### config.mk
export PLATFORM = sky130hd
export DESIGN_NAME = demux_router
export DESIGN_NICKNAME = d
export VERILOG_FILES = /design/src/rtl/demux_router_pkg.sv /design/src/rtl/demux_slot.sv /design/src/rtl/demux_router.sv
export SDC_FILE = /design/constraint.sdc
export NUM_CORES = 1
export LEC_CHECK = 0
export CAP_MARGIN = 30
export CELL_PAD_IN_SITES_DETAIL_PLACEMENT = 0
export CELL_PAD_IN_SITES_GLOBAL_PLACEMENT = 1
export CORE_AREA = 2 2 96 98
export DETAILED_ROUTE_END_ITERATION = 10
export DIE_AREA = 0 0 98 100
export GPL_ROUTABILITY_DRIVEN = 0
export PLACE_DENSITY = 0.84
export SLEW_MARGIN = 15
export SYNTH_ARGS = -nofsm -noshare
export SYNTH_HDL_FRONTEND = slang
export SYNTH_HIERARCHICAL = 1
export SYNTH_SLANG_ARGS = --single-unit
### constraint.sdc
create_clock -name Clk -period 2.4 [get_ports Clk]
set_input_delay 0.6 -clock Clk [delete_from_list [all_inputs] [get_ports Clk]]
set_output_delay 0.6 -clock Clk [all_outputs]
set_load 0.02 [all_outputs]
### src/rtl/demux_router_pkg.sv
`default_nettype none
// ============================================================================
// Module      : demux_router_pkg
// Description : Shared types, default widths and stimulus bounds for the
//               demux_router block and its holding-slot sub-module.
//               Provides the slot state encoding and a channel-free helper.
// Revision    : 1.0 - initial release
// ============================================================================
package demux_router_pkg;

  // Default width of the routed data word.
  localparam int c_data_width        = 32;
  // Default width of the per-channel delivered-word counters.
  localparam int c_cnt_width         = 8;

  // Random-traffic length and word value range used by the block's bench.
  localparam int c_num_demux_test    = 200;
  localparam int c_demux_lower_bound = 1;
  localparam int c_demux_upper_bound = 250;

  // One-entry holding slot: EMPTY (no word) or FULL (valid word held).
  typedef enum logic [0:0] {
    SLOT_EMPTY = 1'b0,
    SLOT_FULL  = 1'b1
  } slot_state_t;

  // A channel can take a new word when it is empty, or when the word it
  // holds leaves this very cycle.
  function automatic logic chan_free(input logic valid, input logic ready);
    return !valid || ready;
  endfunction

endpackage
`default_nettype wire

### src/rtl/demux_slot.sv
`default_nettype none
// ============================================================================
// Module      : demux_slot
// Description : One-entry holding register for a single destination channel
//               of demux_router, with EMPTY/FULL valid state and a wrapping
//               delivered-word counter.
// Ports       : clk, rst_n        - clock, asynchronous active-low reset
//               flush             - synchronous drop of the held word
//               load, load_data   - write a new word into the slot
//               data, valid       - held word and its valid flag (registered)
//               ready             - downstream sink accepts the held word
//               free              - slot can take a load this cycle
//               count             - number of words delivered (wraps)
// Revision    : 1.0 - initial release
// ============================================================================
module demux_slot
  import demux_router_pkg::*;
#(
  parameter int DATA_WIDTH = c_data_width,
  parameter int CNT_WIDTH  = c_cnt_width
) (
  input  logic                  clk,
  input  logic                  rst_n,
  input  logic                  flush,
  input  logic                  load,
  input  logic [DATA_WIDTH-1:0] load_data,
  output logic [DATA_WIDTH-1:0] data,
  output logic                  valid,
  input  logic                  ready,
  output logic                  free,
  output logic [CNT_WIDTH-1:0]  count
);

  slot_state_t           r_state;
  logic [DATA_WIDTH-1:0] r_data;
  logic [CNT_WIDTH-1:0]  r_count;
  logic                  w_deliver;

  assign w_deliver = (r_state == SLOT_FULL) && ready;

  always_ff @(posedge clk or negedge rst_n) begin
    if (!rst_n) begin
      r_state <= SLOT_EMPTY;
      r_data  <= '0;
      r_count <= '0;
    end else begin
      // A handshake counts even in a flush cycle: the sink already took it.
      if (w_deliver) begin
        r_count <= r_count + 1'b1;
      end

      case (r_state)
        SLOT_EMPTY: begin
          if (!flush && load) begin
            r_data  <= load_data;
            r_state <= SLOT_FULL;
          end
        end
        SLOT_FULL: begin
          if (flush) begin
            // Held word dropped; data register keeps its last value.
            r_state <= SLOT_EMPTY;
          end else if (load) begin
            // Load only happens here when the held word leaves this cycle,
            // so the slot stays FULL with the replacement word.
            r_data <= load_data;
          end else if (ready) begin
            r_state <= SLOT_EMPTY;
          end
        end
        default: begin
          r_state <= SLOT_EMPTY;
        end
      endcase
    end
  end

  assign data  = r_data;
  assign valid = (r_state == SLOT_FULL);
  assign count = r_count;
  assign free  = chan_free(valid, ready);

endmodule
`default_nettype wire

### src/rtl/demux_router.sv
`default_nettype none
// ============================================================================
// Module      : demux_router
// Description : Routes one source word onto the True or False channel
//               selected by Cond, with valid/ready handshakes on all sides
//               and a one-entry holding slot per destination channel.
// Ports       : Clk, Reset_n                 - clock, async active-low reset
//               Flush                        - drop both held words
//               In, In_valid, Cond, In_ready - source side (In_ready comb.)
//               True, True_valid, True_ready - True channel
//               False, False_valid, False_ready - False channel
//               True_count, False_count      - delivered-word counters
// Revision    : 1.0 - initial release
// ============================================================================
module demux_router
  import demux_router_pkg::*;
#(
  parameter int DATA_WIDTH = c_data_width,
  parameter int CNT_WIDTH  = c_cnt_width
) (
  input  logic                  Clk,
  input  logic                  Reset_n,
  input  logic                  Flush,
  input  logic [DATA_WIDTH-1:0] In,
  input  logic                  In_valid,
  input  logic                  Cond,
  output logic                  In_ready,
  output logic [DATA_WIDTH-1:0] True,
  output logic                  True_valid,
  input  logic                  True_ready,
  output logic [DATA_WIDTH-1:0] False,
  output logic                  False_valid,
  input  logic                  False_ready,
  output logic [CNT_WIDTH-1:0]  True_count,
  output logic [CNT_WIDTH-1:0]  False_count
);

  logic w_true_free;
  logic w_false_free;
  logic w_accept;
  logic w_load_true;
  logic w_load_false;

  // Only the selected channel gates the source; a stalled channel that is
  // not selected never blocks traffic to the other one.
  assign In_ready     = !Flush && (Cond ? w_true_free : w_false_free);
  assign w_accept     = In_valid && In_ready;
  assign w_load_true  = w_accept && Cond;
  assign w_load_false = w_accept && !Cond;

  demux_slot #(
    .DATA_WIDTH (DATA_WIDTH),
    .CNT_WIDTH  (CNT_WIDTH)
  ) u_true_slot (
    .clk       (Clk),
    .rst_n     (Reset_n),
    .flush     (Flush),
    .load      (w_load_true),
    .load_data (In),
    .data      (True),
    .valid     (True_valid),
    .ready     (True_ready),
    .free      (w_true_free),
    .count     (True_count)
  );

  demux_slot #(
    .DATA_WIDTH (DATA_WIDTH),
    .CNT_WIDTH  (CNT_WIDTH)
  ) u_false_slot (
    .clk       (Clk),
    .rst_n     (Reset_n),
    .flush     (Flush),
    .load      (w_load_false),
    .load_data (In),
    .data      (False),
    .valid     (False_valid),
    .ready     (False_ready),
    .free      (w_false_free),
    .count     (False_count)
  );

endmodule
`default_nettype wire
==> results of run 1 <==
metal layers:
layer	global-route usage, %	vias to the layer above	share of wire [%]
met5	0	-	0
met4	6.09	0	1.4
met3	5.50	9	7.9
met2	24.0	74	49
met1	18.4	1081	42
li1	-	984	-
sequential cells by signal, summed over array words and instances, names as in the netlist:
name / flops
u_true_slot/valid: 1
u_false_slot/count: 8
u_false_slot/valid: 1
u_true_slot/count: 8
u_false_slot/data: 32
u_true_slot/data: 32
worst max-delay path by stage:
stage / endpoint / startpoint / depth (start not counted)
floorplan: u_false_slot/data[8]$_DFFE_PN0P_ / False_ready / 7
global placement: In_ready / False_ready / 5
detailed placement: In_ready / False_ready / 5
CTS: In_ready / False_ready / 5
global route: In_ready / True_ready / 5
finish: In_ready / True_ready / 5
metrics by stage:
| step | setup WS [ns] | power [µW] |
|---|---|---|
| floorplan | 0.666 | 2570 |
| global placement | -0.263 | 3350 |
| detailed placement | -0.268 | 3390 |
| CTS | 0.0114 | 4380 |
| global route | 0.0352 | 4550 |
| finish | 0.0619 | 4320 |
where the power goes:
group	total (µW)	switching [µW]	internal [µW]	leakage, µW
Sequential	1880	197	1680	0.00101
Combinational	1460	666	798	0.000947
Clock	977	494	482	0.0000925
worst reg2reg max path, cell delays in order, from the launching register on:
cell	delay, ns
dfrtp_1	0.43
or2b_4	0.24
nand2b_4	0.06
nor2_1	0.14
inv_1	0.10
nor2_4	0.18
buf_12	0.19
mux2_2	0.35
placed cells by master, fill, tap and decap left out, types with 4 or more instances in the layout:
cell type / Yosys / final
clkdlybuf4s50_1: 0 / 119
dfrtp_1: 82 / 82
mux2_2: 62 / 62
xor2_1: 10 / 10
nand2_1: 9 / 9
clkbuf_8: 0 / 9
nor2_1: 6 / 6
buf_12: 0 / 5
buf_4: 0 / 4
nor3_1: 4 / 4
xnor2_1: 4 / 4
mux2_1: 4 / 4
area by class of cell:
class | count | area [µm²] | share of cell area [%]
timing repair buffer | 129 | 1330 | 27.5
inverter | 2 | 7.51 | 0.155
multi-input combinational | 118 | 1120 | 23.2
clock inverter | 6 | 67.6 | 1.39
tap | 111 | 139 | 2.86
clock buffer | 10 | 128 | 2.63
sequential | 82 | 2050 | 42.3
cells by family (layout without fill, tap and decap cells):
group,Yosys count,count (layout),share of synthesized area [%]
AND/OR/NAND/NOR,33,33,6.51
flip-flops,82,82,63.2
multiplexers,66,66,22.9
AO/OA/AOI/OAI,3,3,0.578
XOR/XNOR,14,14,3.77
buffers and inverters,8,147,2.31
adder cells (fa/ha/maj),2,2,0.770
repair_timing:
| item | in CTS | in global routing |
|---|---|---|
| resized for setup | 3 | 1 |
| hold buffers | 0 | 0 |
| endpoints found under the setup margin | 1 | 1 |
==> out/results.tsv, run 1 <==
stage	metric	value	unit
outcome	status	complete, no violations	
floorplan	die area	9800	µm²
final_layout	area delta synth->final	49.3	%
drt	routed length per placed instance	15.1	µm
clock_tree	CTS clk-pin slew, worst paths	0.08	ns
sta	Fin. Hold Viols	0	
yosys	Syn Inst Count	208	
clock_tree	TritonCTS Buffers	9	
clock_tree	H-tree depth	3	
sta	fmax	428	MHz
place	hpwl dp	4.96	mm
setup_path	Required @ worst endpoint	1.80	ns
yosys	count leader, synth	dfrtp_1	
drt	routed vias/inst	4.69	
yosys	ranking of synthesized cells by area	dfrtp_1, mux2_2, xor2_1, buf_6, mux2_1	
drt	antenna-violating nets left	0	
power	PD cells	890	nW/µm²
yosys	Post-synth ARST share	100	%
setup_path	Reg2Reg Depth	7	
yosys	average cell area after synthesis	15.6	µm²
grt	Total GRT Usage	15.0	%
drt	Post-Route WL	6.90	mm
final_layout	ANT cells	0	
yosys	flops & latches, synth	82	
setup_path	R2R setup slack	0.61	ns
clock_tree	Clock Path Buffers	2	
power	Max IR drop VDD	0.000413	V
place	placed insts	442	
floorplan	Initial Util	36.5	%
final_layout	Non-Filler Instances	458	
final_layout	Final Util	54.6	%
clock_tree	Clock Tree Root	clkbuf_8	
setup_path	delay-heaviest family, CP	buffers and inverters	
sta	RSZ-0062 raised after global routing	false	
yosys	Yosys top cell area share	63.2	%
yosys	Netlist cell types	20	
flow_run	Max Cap Violations	0	
place	placed cell area	4650	µm²
setup_path	CP Launch Type	input port	
yosys	synthesized net count	249	
floorplan	die width	98	µm
sta	Final Setup Violations	0	
yosys	Ys Warns	6	
final_layout	share of cells above drive strength 1	28.8	%
setup_path	CP max-delay cell	clkdlybuf4s50_1	
yosys	Post-synth EDFFs	0	
floorplan	Rows	35	
setup_path	CP arrival	1.74	ns
sta	Max-slew headroom	66.5	%
drt	DR iter-0 viols	7	
sta	Setup TNS Final	0	ns
drt	via count	2148	
sta	Least-Margin Pin Slew	0.503	ns
grt	first-pass GRT wire length	11.4	mm
setup_path	reg-to-reg endpoint	u_false_slot/data[13]$_DFFE_PN0P_	
yosys	register area share after synthesis	63.2	%
grt	initial antenna violation count	0	
clock_tree	TritonCTS sink count	82	
final_layout	# nets final	383	
drt	DR pass1 iterations	3	
sta	worst hold slack	0.219	ns
sta	Final min period	2.34	ns
sta	max-slew violation count	0	
floorplan	io pins	122	
power	cell leakage power	0.00205	µW
final_layout	fill cell count	755	
grt	vias in the first global route	2286	
setup_path	CP endpoint kind	output pin	
setup_path	WP buf/inv	2	
setup_path	critical path fanouts, max	2	
setup_path	Max stage delay on crit path	0.42	ns
setup_path	Reg-to-Reg Start	u_false_slot/valid$_DFF_PN0_	
yosys	Main synth FF type	dfrtp_1	
clock_tree	total setup buffers inserted after CTS	0	
sta	period utilization	97.4	%
yosys	top cells by count, synth	dfrtp_1, mux2_2, xor2_1	
clock_tree	clk_lat worst skew	0.35	ns
setup_path	crit-path cells	clkdlybuf4s50_1 > or2b_2 > nand2_1 > a21oi_2 > clkdlybuf4s15_2	
final_layout	final instance area	4850	µm²
yosys	dominant cell type by area after synthesis	dfrtp_1	
drt	DRC errors left	0	
grt	total gr overflow	0	
place	I/O Buffers	121	
worst_hold_path	Hold Crit Class	input port to async pin	
floorplan	core box area	8890	µm²
setup_path	Setup CP Type	input port to output pin	
clock_tree	CTS tree	yes	
sta	clk_skew	0.0110	ns
floorplan	height of the die	100	µm
grt	pin count of the biggest net entering global routing	47	
yosys	Synth Cell Area	3250	µm²
Power figures use the tool's default switching activity.
==> run 2, diff against run 1 <==
--- a/config.mk
+++ b/config.mk
@@ -9,6 +9,7 @@
 export CELL_PAD_IN_SITES_DETAIL_PLACEMENT = 0
 export CELL_PAD_IN_SITES_GLOBAL_PLACEMENT = 1
 export CORE_AREA = 2 2 96 98
+export CTS_CLUSTER_SIZE = 16
 export DETAILED_ROUTE_END_ITERATION = 10
 export DIE_AREA = 0 0 98 100
 export GPL_ROUTABILITY_DRIVEN = 0
==> results of run 2 <==
No change in the layout: final DEF, timing and power equal those of run 1.
